[src/rtl/operand_feeder_if.sv]
`default_nettype none
// ============================================================================
// Module      : operand_feeder_if
// Description : Bundles the row-load handshake, the operand outputs to the
//               scalar product pipe and the result tag of operand_feeder.
//               master : upstream / collector side (drives load_valid/data)
//               slave  : operand_feeder side
// Signals     : load_valid, load_ready, load_data[4*NBITS]
//               A_out[4*NBITS], B_out[4*NBITS], issue_valid, issue_idx[4]
//               res_valid, res_idx[4], done
// Revision    : 1.0 - initial release
// ============================================================================
interface operand_feeder_if #(
    parameter int NBITS = 8
);
    logic                 load_valid;
    logic                 load_ready;
    logic [4*NBITS-1:0]   load_data;
    logic [4*NBITS-1:0]   A_out;
    logic [4*NBITS-1:0]   B_out;
    logic                 issue_valid;
    logic [3:0]           issue_idx;
    logic                 res_valid;
    logic [3:0]           res_idx;
    logic                 done;

    modport master (
        output load_valid, load_data,
        input  load_ready, A_out, B_out, issue_valid, issue_idx,
               res_valid, res_idx, done
    );

    modport slave (
        input  load_valid, load_data,
        output load_ready, A_out, B_out, issue_valid, issue_idx,
               res_valid, res_idx, done
    );
endinterface
`default_nettype wire

[src/rtl/operand_feeder.sv]
`default_nettype none
// ============================================================================
// Module      : operand_feeder
// Description : Buffers two 4x4 operand matrices (A rows on beats 0-3, B rows
//               on beats 4-7) and streams the 16 (row A_i, column B_j) pairs
//               into the 4-lane scalar product pipe in row-major order. A tag
//               delayed by PIPE_LAT marks which C[i][j] leaves the pipe.
// Ports       : clk   - clock, rising edge
//               reset - asynchronous, active-low
//               bus   - operand_feeder_if.slave (load handshake, operands,
//                       issue tag, result tag, done pulse)
// Revision    : 1.0 - initial release
// ============================================================================
module operand_feeder #(
    parameter int NBITS    = 8,
    parameter int PIPE_LAT = 4
) (
    input  logic            clk,
    input  logic            reset,
    operand_feeder_if.slave bus
);
    localparam logic [3:0] c_LAST_IDX  = 4'd15;
    localparam logic [2:0] c_LAST_BEAT = 3'd7;

    typedef enum logic [1:0] {
        ST_LOAD  = 2'd0,
        ST_ISSUE = 2'd1,
        ST_DRAIN = 2'd2
    } state_t;

    state_t               r_state;
    state_t               w_state_next;

    logic [2:0]           r_beat;
    logic [4*NBITS-1:0]   r_a_mem [4];
    logic [4*NBITS-1:0]   r_b_mem [4];

    logic                 r_load_ready;
    logic [4*NBITS-1:0]   r_a_out;
    logic [4*NBITS-1:0]   r_b_out;
    logic                 r_issue_valid;
    logic [3:0]           r_issue_idx;
    logic [PIPE_LAT-1:0]  r_dly_valid;
    logic [3:0]           r_dly_idx [PIPE_LAT];
    logic                 r_done;

    logic                 w_accept;
    logic                 w_last_beat;
    logic                 w_load_ready_next;
    logic                 w_issue_valid_next;
    logic [3:0]           w_sel_idx;
    logic [4*NBITS-1:0]   w_b_row3;
    logic [4*NBITS-1:0]   w_a_sel;
    logic [4*NBITS-1:0]   w_b_sel;
    logic                 w_tail_valid_next;
    logic [3:0]           w_tail_idx_next;

    assign w_accept    = (r_state == ST_LOAD) && r_load_ready && bus.load_valid;
    assign w_last_beat = w_accept && (r_beat == c_LAST_BEAT);

    // ------------------------------------------------------------------
    // FSM: state register
    // ------------------------------------------------------------------
    always_ff @(posedge clk or negedge reset) begin
        if (!reset) begin
            r_state <= ST_LOAD;
        end else begin
            r_state <= w_state_next;
        end
    end

    // ------------------------------------------------------------------
    // FSM: next state and next registered-output values
    // ------------------------------------------------------------------
    always_comb begin
        w_state_next       = r_state;
        w_load_ready_next  = 1'b0;
        w_issue_valid_next = 1'b0;
        w_sel_idx          = 4'd0;
        case (r_state)
            ST_LOAD: begin
                w_load_ready_next = 1'b1;
                if (w_last_beat) begin
                    // Pair 0 goes out on the same edge that takes B row 3.
                    w_state_next       = ST_ISSUE;
                    w_load_ready_next  = 1'b0;
                    w_issue_valid_next = 1'b1;
                end
            end
            ST_ISSUE: begin
                if (r_issue_idx != c_LAST_IDX) begin
                    w_issue_valid_next = 1'b1;
                    w_sel_idx          = r_issue_idx + 4'd1;
                end else begin
                    w_state_next = ST_DRAIN;
                end
            end
            ST_DRAIN: begin
                // Leave one cycle after done so ready rises right after it.
                if (r_done) begin
                    w_state_next      = ST_LOAD;
                    w_load_ready_next = 1'b1;
                end
            end
            default: w_state_next = ST_LOAD;
        endcase
    end

    // ------------------------------------------------------------------
    // Operand selection. B row 3 is bypassed from load_data because it is
    // written on the same edge that registers pair 0.
    // ------------------------------------------------------------------
    always_comb begin
        w_b_row3 = w_last_beat ? bus.load_data : r_b_mem[3];
        w_a_sel  = '0;
        w_b_sel  = '0;
        if (w_issue_valid_next) begin
            w_a_sel = r_a_mem[w_sel_idx[3:2]];
            for (int k = 0; k < 3; k++) begin
                w_b_sel[k*NBITS +: NBITS] = r_b_mem[k][w_sel_idx[1:0]*NBITS +: NBITS];
            end
            w_b_sel[3*NBITS +: NBITS] = w_b_row3[w_sel_idx[1:0]*NBITS +: NBITS];
        end
    end

    // Operand storage carries no reset; its contents are irrelevant until loaded.
    always_ff @(posedge clk) begin
        if (w_accept) begin
            if (r_beat[2]) begin
                r_b_mem[r_beat[1:0]] <= bus.load_data;
            end else begin
                r_a_mem[r_beat[1:0]] <= bus.load_data;
            end
        end
    end

    // Input of the last delay stage, used to align done with res_valid.
    generate
        if (PIPE_LAT == 1) begin : g_tail_direct
            assign w_tail_valid_next = r_issue_valid;
            assign w_tail_idx_next   = r_issue_idx;
        end else begin : g_tail_chain
            assign w_tail_valid_next = r_dly_valid[PIPE_LAT-2];
            assign w_tail_idx_next   = r_dly_idx[PIPE_LAT-2];
        end
    endgenerate

    // ------------------------------------------------------------------
    // Counters, registered outputs and result-tag delay line
    // ------------------------------------------------------------------
    always_ff @(posedge clk or negedge reset) begin
        if (!reset) begin
            r_beat        <= 3'd0;
            r_load_ready  <= 1'b0;
            r_a_out       <= '0;
            r_b_out       <= '0;
            r_issue_valid <= 1'b0;
            r_issue_idx   <= 4'd0;
            r_dly_valid   <= '0;
            for (int s = 0; s < PIPE_LAT; s++) begin
                r_dly_idx[s] <= 4'd0;
            end
            r_done        <= 1'b0;
        end else begin
            if (w_accept) begin
                r_beat <= r_beat + 3'd1;   // wraps to beat 0 after beat 7
            end
            r_load_ready   <= w_load_ready_next;
            r_a_out        <= w_a_sel;
            r_b_out        <= w_b_sel;
            r_issue_valid  <= w_issue_valid_next;
            r_issue_idx    <= w_sel_idx;
            r_dly_valid[0] <= r_issue_valid;
            r_dly_idx[0]   <= r_issue_idx;
            for (int s = 1; s < PIPE_LAT; s++) begin
                r_dly_valid[s] <= r_dly_valid[s-1];
                r_dly_idx[s]   <= r_dly_idx[s-1];
            end
            r_done <= w_tail_valid_next && (w_tail_idx_next == c_LAST_IDX);
        end
    end

    assign bus.load_ready  = r_load_ready;
    assign bus.A_out       = r_a_out;
    assign bus.B_out       = r_b_out;
    assign bus.issue_valid = r_issue_valid;
    assign bus.issue_idx   = r_issue_idx;
    assign bus.res_valid   = r_dly_valid[PIPE_LAT-1];
    assign bus.res_idx     = r_dly_idx[PIPE_LAT-1];
    assign bus.done        = r_done;

endmodule
`default_nettype wire

[src/flat_wrapper.sv]
// flat-port wrapper written by rule: the top's interface ports become plain ports
module operand_feeder_flat 
#(
    parameter int NBITS    = 8,
    parameter int PIPE_LAT = 4
)
  (clk, reset, bus_load_valid, bus_load_data, bus_load_ready, bus_A_out, bus_B_out, bus_issue_valid, bus_issue_idx, bus_res_valid, bus_res_idx, bus_done);
  operand_feeder_if #(.NBITS(NBITS)) bus_i ();
  input  logic clk;
  input  logic reset;
  input wire logic [$bits(bus_i.load_valid)-1:0] bus_load_valid;
  input wire logic [$bits(bus_i.load_data)-1:0] bus_load_data;
  output wire logic [$bits(bus_i.load_ready)-1:0] bus_load_ready;
  output wire logic [$bits(bus_i.A_out)-1:0] bus_A_out;
  output wire logic [$bits(bus_i.B_out)-1:0] bus_B_out;
  output wire logic [$bits(bus_i.issue_valid)-1:0] bus_issue_valid;
  output wire logic [$bits(bus_i.issue_idx)-1:0] bus_issue_idx;
  output wire logic [$bits(bus_i.res_valid)-1:0] bus_res_valid;
  output wire logic [$bits(bus_i.res_idx)-1:0] bus_res_idx;
  output wire logic [$bits(bus_i.done)-1:0] bus_done;
  assign bus_i.load_valid = bus_load_valid;
  assign bus_i.load_data = bus_load_data;
  assign bus_load_ready = bus_i.load_ready;
  assign bus_A_out = bus_i.A_out;
  assign bus_B_out = bus_i.B_out;
  assign bus_issue_valid = bus_i.issue_valid;
  assign bus_issue_idx = bus_i.issue_idx;
  assign bus_res_valid = bus_i.res_valid;
  assign bus_res_idx = bus_i.res_idx;
  assign bus_done = bus_i.done;
  operand_feeder #(.NBITS(NBITS), .PIPE_LAT(PIPE_LAT)) u_core (.clk(clk), .reset(reset), .bus(bus_i));
endmodule
[config.mk]
export PLATFORM = sky130hd
export DESIGN_NAME = operand_feeder_flat
export DESIGN_NICKNAME = d
export VERILOG_FILES = /design/src/rtl/operand_feeder_if.sv /design/src/rtl/operand_feeder.sv /design/src/flat_wrapper.sv
export SDC_FILE = /design/constraint.sdc
export NUM_CORES = 1
export LEC_CHECK = 0
export ABC_CLOCK_PERIOD_IN_PS = 3400
export CAP_MARGIN = 20
export CORE_UTILIZATION = 40
export DETAILED_ROUTE_END_ITERATION = 7
export DONT_BUFFER_PORTS = 1
export PLACE_DENSITY = 0.63
export SYNTH_ARGS = -nofsm -noshare
export SYNTH_HDL_FRONTEND = slang
export SYNTH_SLANG_ARGS = --single-unit
[constraint.sdc]
create_clock -name clk -period 3.4 [get_ports clk]
set_input_delay 0.34 -clock clk [delete_from_list [all_inputs] [get_ports clk]]
set_output_delay 0.34 -clock clk [all_outputs]
set_load 0.02 [all_outputs]
### After elaboration in Yosys (flattened, before gate mapping)

Memory sizes are Yosys's and may differ from the RTL's.
Index checks and enable logic that the tools add are counted.

* flip-flop bits (word level): 96
* latch bits: 0
* memory bits (writable): 256
* ROM bits: 0
* bits of input ports: 35
* output and inout bits: 76
* word-level logic and storage cells: 56
* memories: 2

Memory list
* u_core.r_a_mem: depth 4, width 32, read ports 1, clocked after Yosys merged registers in 0, wr ports 1, RTL line operand_feeder.sv:35 `logic [4*NBITS-1:0] r_a_mem [4];`
* u_core.r_b_mem: depth 4, width 32, read ports 4, clocked after Yosys merged registers in 0, wr ports 1, RTL line operand_feeder.sv:36 `logic [4*NBITS-1:0] r_b_mem [4];`

* $add $sub $neg: 2
* $mul: 0
* div/mod/pow operators: 0
* magnitude comparators: 0
* equal/unequal tests: 8
* shifts and indexed selects: 4
* multiplexer cells: 21
* bitwise operators: 0
* reduce and logical (&&, ||, !) cells: 6

Operator list (count)
* 32-bit by 6-bit variable part select with 8-bit output: 4
* 32-bit two-way mux: 3
* 1-bit two-way mux: 10
* 4-bit two-way mux: 2
* 2-bit two-way mux: 3
* 2-bit one-hot mux with 3 select lines: 1
* 4-bit by 1-bit adder with 4-bit output (second input constant): 1
* 4-bit == test (second input constant): 1
* 1-bit logical AND: 4
* 2-bit by 1-bit inequality test with 1-bit output (second input constant): 2
* 4-bit inequality test (second input constant): 1
* 1-bit one-hot mux with 2 select lines: 2
* 3-bit by 1-bit adder with 3-bit output (second input constant): 1
* 3-bit == test (second input constant): 1
* 3-bit AND reduction: 1
* 2-bit by 1-bit == test with 1-bit output (second input constant): 1
* 2-bit == test (second input constant): 1
* 2-bit zero test: 1
* 2-bit inequality test (second input constant): 1

### Logic depth before layout (Yosys ltp)

* depth after elaboration: 7
* depth in mapped cells: 10
* depth with buffers taken out: 7

### Worst setup path after synthesis

Ideal clock, no wire load.

* kind: register -> register
* start point: reg u_core.r_state[1]
* end point: mem u_core.r_b_mem[0][0] (netlist bit), enable pin
* setup time: 0.392 ns
* arrival: 1.849 ns
* path slack: 1.159 ns
* stages on the path, launching flop included: 4
* buffers on the path: 1
* period minus slack after synthesis: 2.241 ns
* cell sequence: dfrtp_1 and4bb_2 clkbuf_1 and3_1

* longest elaborated chain between the ends: 5

Ends and longest elaborated chain
* from (decl): RTL line operand_feeder.sv:31 `state_t r_state;`
* from (signal assigned): RTL line operand_feeder.sv:68 `r_state <= w_state_next;`
* 2-bit zero test: RTL line operand_feeder.sv:58 `assign w_accept = (r_state == ST_LOAD) && r_load_ready && bus.load_valid;`
* 1-bit logical AND (2 in a row): RTL line operand_feeder.sv:58
* 1-bit two-way mux: RTL line operand_feeder.sv:128 `if (w_accept) begin`
* 1-bit two-way mux (not written as such): RTL line operand_feeder.sv:130 `r_b_mem[r_beat[1:0]] <= bus.load_data;`
* to (decl): RTL line operand_feeder.sv:36

No other way between the ends.

### Worst setup path after layout

* start point: reg u_core.r_issue_idx[0] (netlist: u_core.bus.issue_idx[0])
* end point: reg u_core.r_b_out[28] (netlist: u_core.bus.B_out[28])

* longest elaborated chain between the ends: 5

Ends and longest elaborated chain
* from (decl): RTL line operand_feeder.sv:42 `logic [3:0] r_issue_idx;`
* from (signal assigned): RTL line operand_feeder.sv:172 `r_issue_idx <= w_sel_idx;`
* 4-bit by 1-bit adder with 4-bit output or 4-bit inequality test (tied branches): RTL line operand_feeder.sv:93, operand_feeder.sv:91
* 4-bit two-way mux *: RTL line operand_feeder.sv:91 `if (r_issue_idx != c_LAST_IDX) begin`
* 4-bit two-way mux *: RTL line operand_feeder.sv:80 `case (r_state)`
* via u_core.w_sel_idx[0]: RTL line operand_feeder.sv:51 `logic [3:0] w_sel_idx;`
* 32-bit by 6-bit variable part select with 8-bit output *: RTL line operand_feeder.sv:122 `w_b_sel[3*NBITS +: NBITS] = w_b_row3[w_sel_idx[1:0]*NBITS +: NBITS];`
* 32-bit two-way mux *: RTL line operand_feeder.sv:117 `if (w_issue_valid_next) begin`
* via u_core.w_b_sel[28]: RTL line operand_feeder.sv:54 `logic [4*NBITS-1:0] w_b_sel;`
* to (signal assigned): RTL line operand_feeder.sv:170 `r_b_out <= w_b_sel;`
* to (decl): RTL line operand_feeder.sv:40 `logic [4*NBITS-1:0] r_b_out;`

The timed path passes the listed nets; every way through them passes the cells marked *.
A chain may end at the register's enable or synchronous reset.

==> summary.md <==
| Metric | Value |
|---|---|
| Status | `finished clean` |
| R2r setup slk | `0.62 ns` |
| Leak Pwr | `0.005109 uW` |
| Fin Setup TNS | `0 ns` |
| Seq pwr share | `52.6%` |
| DIE WIDTH | `178.7 um` |
| Overall power | `11580 uW` |
| Port buffer count | `0` |
| Vias per cell | `5.263` |
| Non-Filler Instances | `1112` |
| Compound-Gate Fraction of Synth Area | `3.055%` |
| Synth top area share | `61.54%` |
| Largest family of logic cells by synthesized area | `multiplexers` |
| Multiplexer share of the synthesized area | `10.74%` |
| Hold Vio Cnt, Final | `0` |
| Initial Utilization | `40.73%` |
| Initial antenna violation count | `4` |
| Critical Path Sink | `u_core.bus.B_out[28]$_DFF_PN0_` |
| Die height | `178.7 um` |
| Clk_lat worst skew | `0.51 ns` |
| Gate count of the mapped netlist | `623` |
| Maximum vdd drop | `0.0004742 V` |
| Syn_nets | `664` |
| Wire length per cell | `24.18 um` |
| Row count | `64` |
| Switching pwr | `3381 uW` |
| Synth Area in XOR/XNOR | `0.2103%` |
| Switching Fraction | `29.20%` |
| Worst Setup End Kind | `register` |
| CTS Buffer Depth | `3` |
| Critical Path AT | `3.12 ns` |
| # DRC | `0` |
| Reg2reg end | `u_core.bus.B_out[28]$_DFF_PN0_` |
| H-tree levels | `2` |
| CP required | `3.74 ns` |
| Synth-to-Final Area Change | `15.91%` |
| Final-report max-slew violation count | `0` |
| Util after Layout | `47.21%` |
| Ant. Diodes | `0` |
| Max_slew headroom | `43.11%` |
| Hold Crit Class | `input port to register` |
| Clock Sinks | `352` |
| Reg2reg start | `u_core.bus.issue_idx[0]$_DFF_PN0_` |
| Combinational share of power | `14.8%` |
| Hold Crit Start | `bus_load_valid` |
| Peak fanout along the critical path | `33` |
| Overflow after GRT | `0` |
| RSZ-0062 raised after global routing | `no` |
| Post-synthesis simple-gate area fraction | `2.885%` |
| Ys async rst share | `27.27%` |
| CP Class | `register to register` |
| PD cells | `799.9 mW/mm2` |
| Clock transition at path regs | `0.06 ns` |
| Post-Syn Area | `0.01249 mm2` |
| R2R depth | `8` |
| Top post-synthesis cells by area | `edfxtp_1 62%, dfrtp_1 19%, mux2i_1 5.7%` |
| Die ar. | `0.03194 mm2` |
| Adder-cell share of the synthesized area | `0.6010%` |
| Layout cell share with drive strength beyond 1 | `16.06%` |
| Ys Warns | `0` |
| Initial DRC count | `473` |
| Tcrit/Tclk final | `81.63%` |
| Placed Instances | `1012` |
| Vias in the first global route | `6102` |
| Int Pwr | `8200 uW` |
| Num ports | `111` |
| Root buffer cell | `clkbuf_16` |
| Worst Max-Slew Pin Slew | `0.8512 ns` |
| Synth unique cells | `30` |
| Placer Congestion | `0.7923` |
| Vias | `5853` |
| Synth area leader | `edfxtp_1` |
| Setup Skew | `0.01753 ns` |
| Sequential share of the synthesized area | `80.77%` |
| Pin count of the biggest net entering global routing | `97` |
| Final setup viols | `0` |
| Post-route ant nets | `0` |
| Post-Route WL | `26.88 mm` |
| Yosys reg bits | `352` |
| Worst setup SP type | `register` |
| FMAX | `360.3 MHz` |
| Clk pwr share | `32.5%` |
| Post-CTS setup buffers | `0` |
| Initial DRT Pass Iterations | `4` |
| Syn_area_per_cell | `20.05 um2` |
| Final min period | `2.775 ns` |
| Top_reg_cell synth | `edfxtp_1` |
| Final nets | `729` |
| Max Cap Viol | `0` |
| Hold WS | `0.07470 ns` |
| CTS tree | `yes` |
| TritonCTS buffer count | `36` |
| Total track usage | `17.28%` |
| Crit path from | `u_core.bus.issue_idx[0]$_DFF_PN0_` |
| Core area | `0.03067 mm2` |
| First-pass GRT wire length | `39.88 mm` |
| Number of flops mapped to enable cells by yosys | `256` |
| Dpl hpwl | `15.45 mm` |
## registers in the layout, summed over array words and instances, names as in the netlist
signal,count
u_core.r_b_mem,128
u_core.w_tail_idx_next,4
u_core.r_state,2
u_core.bus.res_idx,4
u_core.r_dly_valid,4
u_core.bus.B_out,32
u_core.bus.done,1
u_core.bus.issue_idx,4
u_core.bus.A_out,32
u_core.r_dly_idx,8
u_core.r_a_mem,128
u_core.r_beat,3
u_core.bus.issue_valid,1
u_core.bus.load_ready,1
## final cells by class
type / count / area [um2]
Sequential cell: 352 / 10090
Fill cell: 2566 / 16190
Inverter: 6 / 22.52
Timing Repair Buffer: 58 / 538.0
Multi-Input combinational cell: 234 / 2192
Clock buffer: 53 / 1036
Clock inverter: 13 / 105.1
Tap cell: 396 / 495.5
## kinds of logic (layout without fill, tap and decap cells)
family          count (synthesis)  in the layout
flops                         352            352
mux                           103            103
simple gates                   63             63
compound gates                 59             59
buf+inv                        37            130
fa+ha+maj                       6              6
xor+xnor                        3              3
## per-stage QoR
stage               worst slack (ns)  instance area [um2]
floorplan                      1.159                12490
global placement              0.7370                12980
detailed placement            0.6631                12980
CTS                           0.6389                14480
global route                  0.4479                14480
finish                        0.6247                14480
## cells in the final DEF, fill, tap and decap left out, types with 2 or more instances in the layout
| cell | instances |
|---|---|
| a221oi_1 | 8 |
| and2_1 | 28 |
| and3_1 | 5 |
| buf_4 | 24 |
| clkbuf_1 | 11 |
| clkbuf_16 | 37 |
| clkbuf_8 | 5 |
| clkinv_1 | 2 |
| clkinv_2 | 4 |
| clkinvlp_4 | 2 |
| dfrtp_1 | 96 |
| dlygate4sd3_1 | 33 |
| edfxtp_1 | 256 |
| ha_1 | 6 |
| inv_1 | 6 |
| inv_6 | 2 |
| mux2_2 | 8 |
| mux2i_1 | 71 |
| mux4_2 | 24 |
| nand2_1 | 15 |
| nand3_1 | 4 |
| nor2_1 | 5 |
| o21ai_0 | 9 |
| o22ai_1 | 40 |
| xor2_1 | 2 |
## Yosys cell counts, drive strengths merged, types with 2 or more instances
cell    count
edfxtp    256
dfrtp      96
mux2i      71
o22ai      40
and2       29
mux4       24
buf        22
nand2      15
clkbuf      9
o21ai       9
a221oi      8
mux2        8
ha          6
inv         6
nor2        6
and3        5
nand3       4
nand2b      2
xor2        2
## critical path: stages (launching register included)
cell	delay [ns]
dfrtp_1	0.55
ha_1	0.32
nand3_1	0.13
and2_4	0.25
nand2b_4	0.37
inv_1	0.22
nor2_1	0.07
buf_4	0.18
a221oi_1	0.50
## power by group through the flow
stage                     Combinational, uW  Sequential (uW)  Clock [uW]
final                                  1720             6100        3770
after global placement                 1590             6190           0
after CTS                              1750             6120        3840
after floorplan                        1250             6030           0
after global routing                   1880             6180        4020
after detailed placement               1630             6200           0
## how the worst min path moves through the flow
| stage | to | cells after the start |
|---|---|---|
| finish | u_core.r_beat[2]$_DFFE_PN0N_ | 3 |
| global route | u_core.bus.B_out[24]$_DFF_PN0_ | 2 |
| global placement | u_core.r_dly_valid[3]$_DFF_PN0_ | 0 |
| detailed placement | u_core.r_dly_valid[3]$_DFF_PN0_ | 0 |
| floorplan | u_core.bus.A_out[0]$_DFF_PN0_ | 0 |
| CTS | u_core.r_beat[2]$_DFFE_PN0N_ | 3 |
## metal layers
layer / routed length [um] / track usage [%] / up-vias
met1: 11480 / 23.24 / 3045
met3: 1916 / 4.707 / 47
li1: - / - / 2561
met4: 506 / 4.308 / 6
met2: 12940 / 27.81 / 194
met5: 40 / 0 / -
## repair_timing
action / 4_1_cts / 5_1_grt
gates resized for setup: 0 / 0
hold buffers: 34 / 0
endpoints found under the hold margin: 352 / 0
Note: power is estimated with default switching activity, not from simulation.
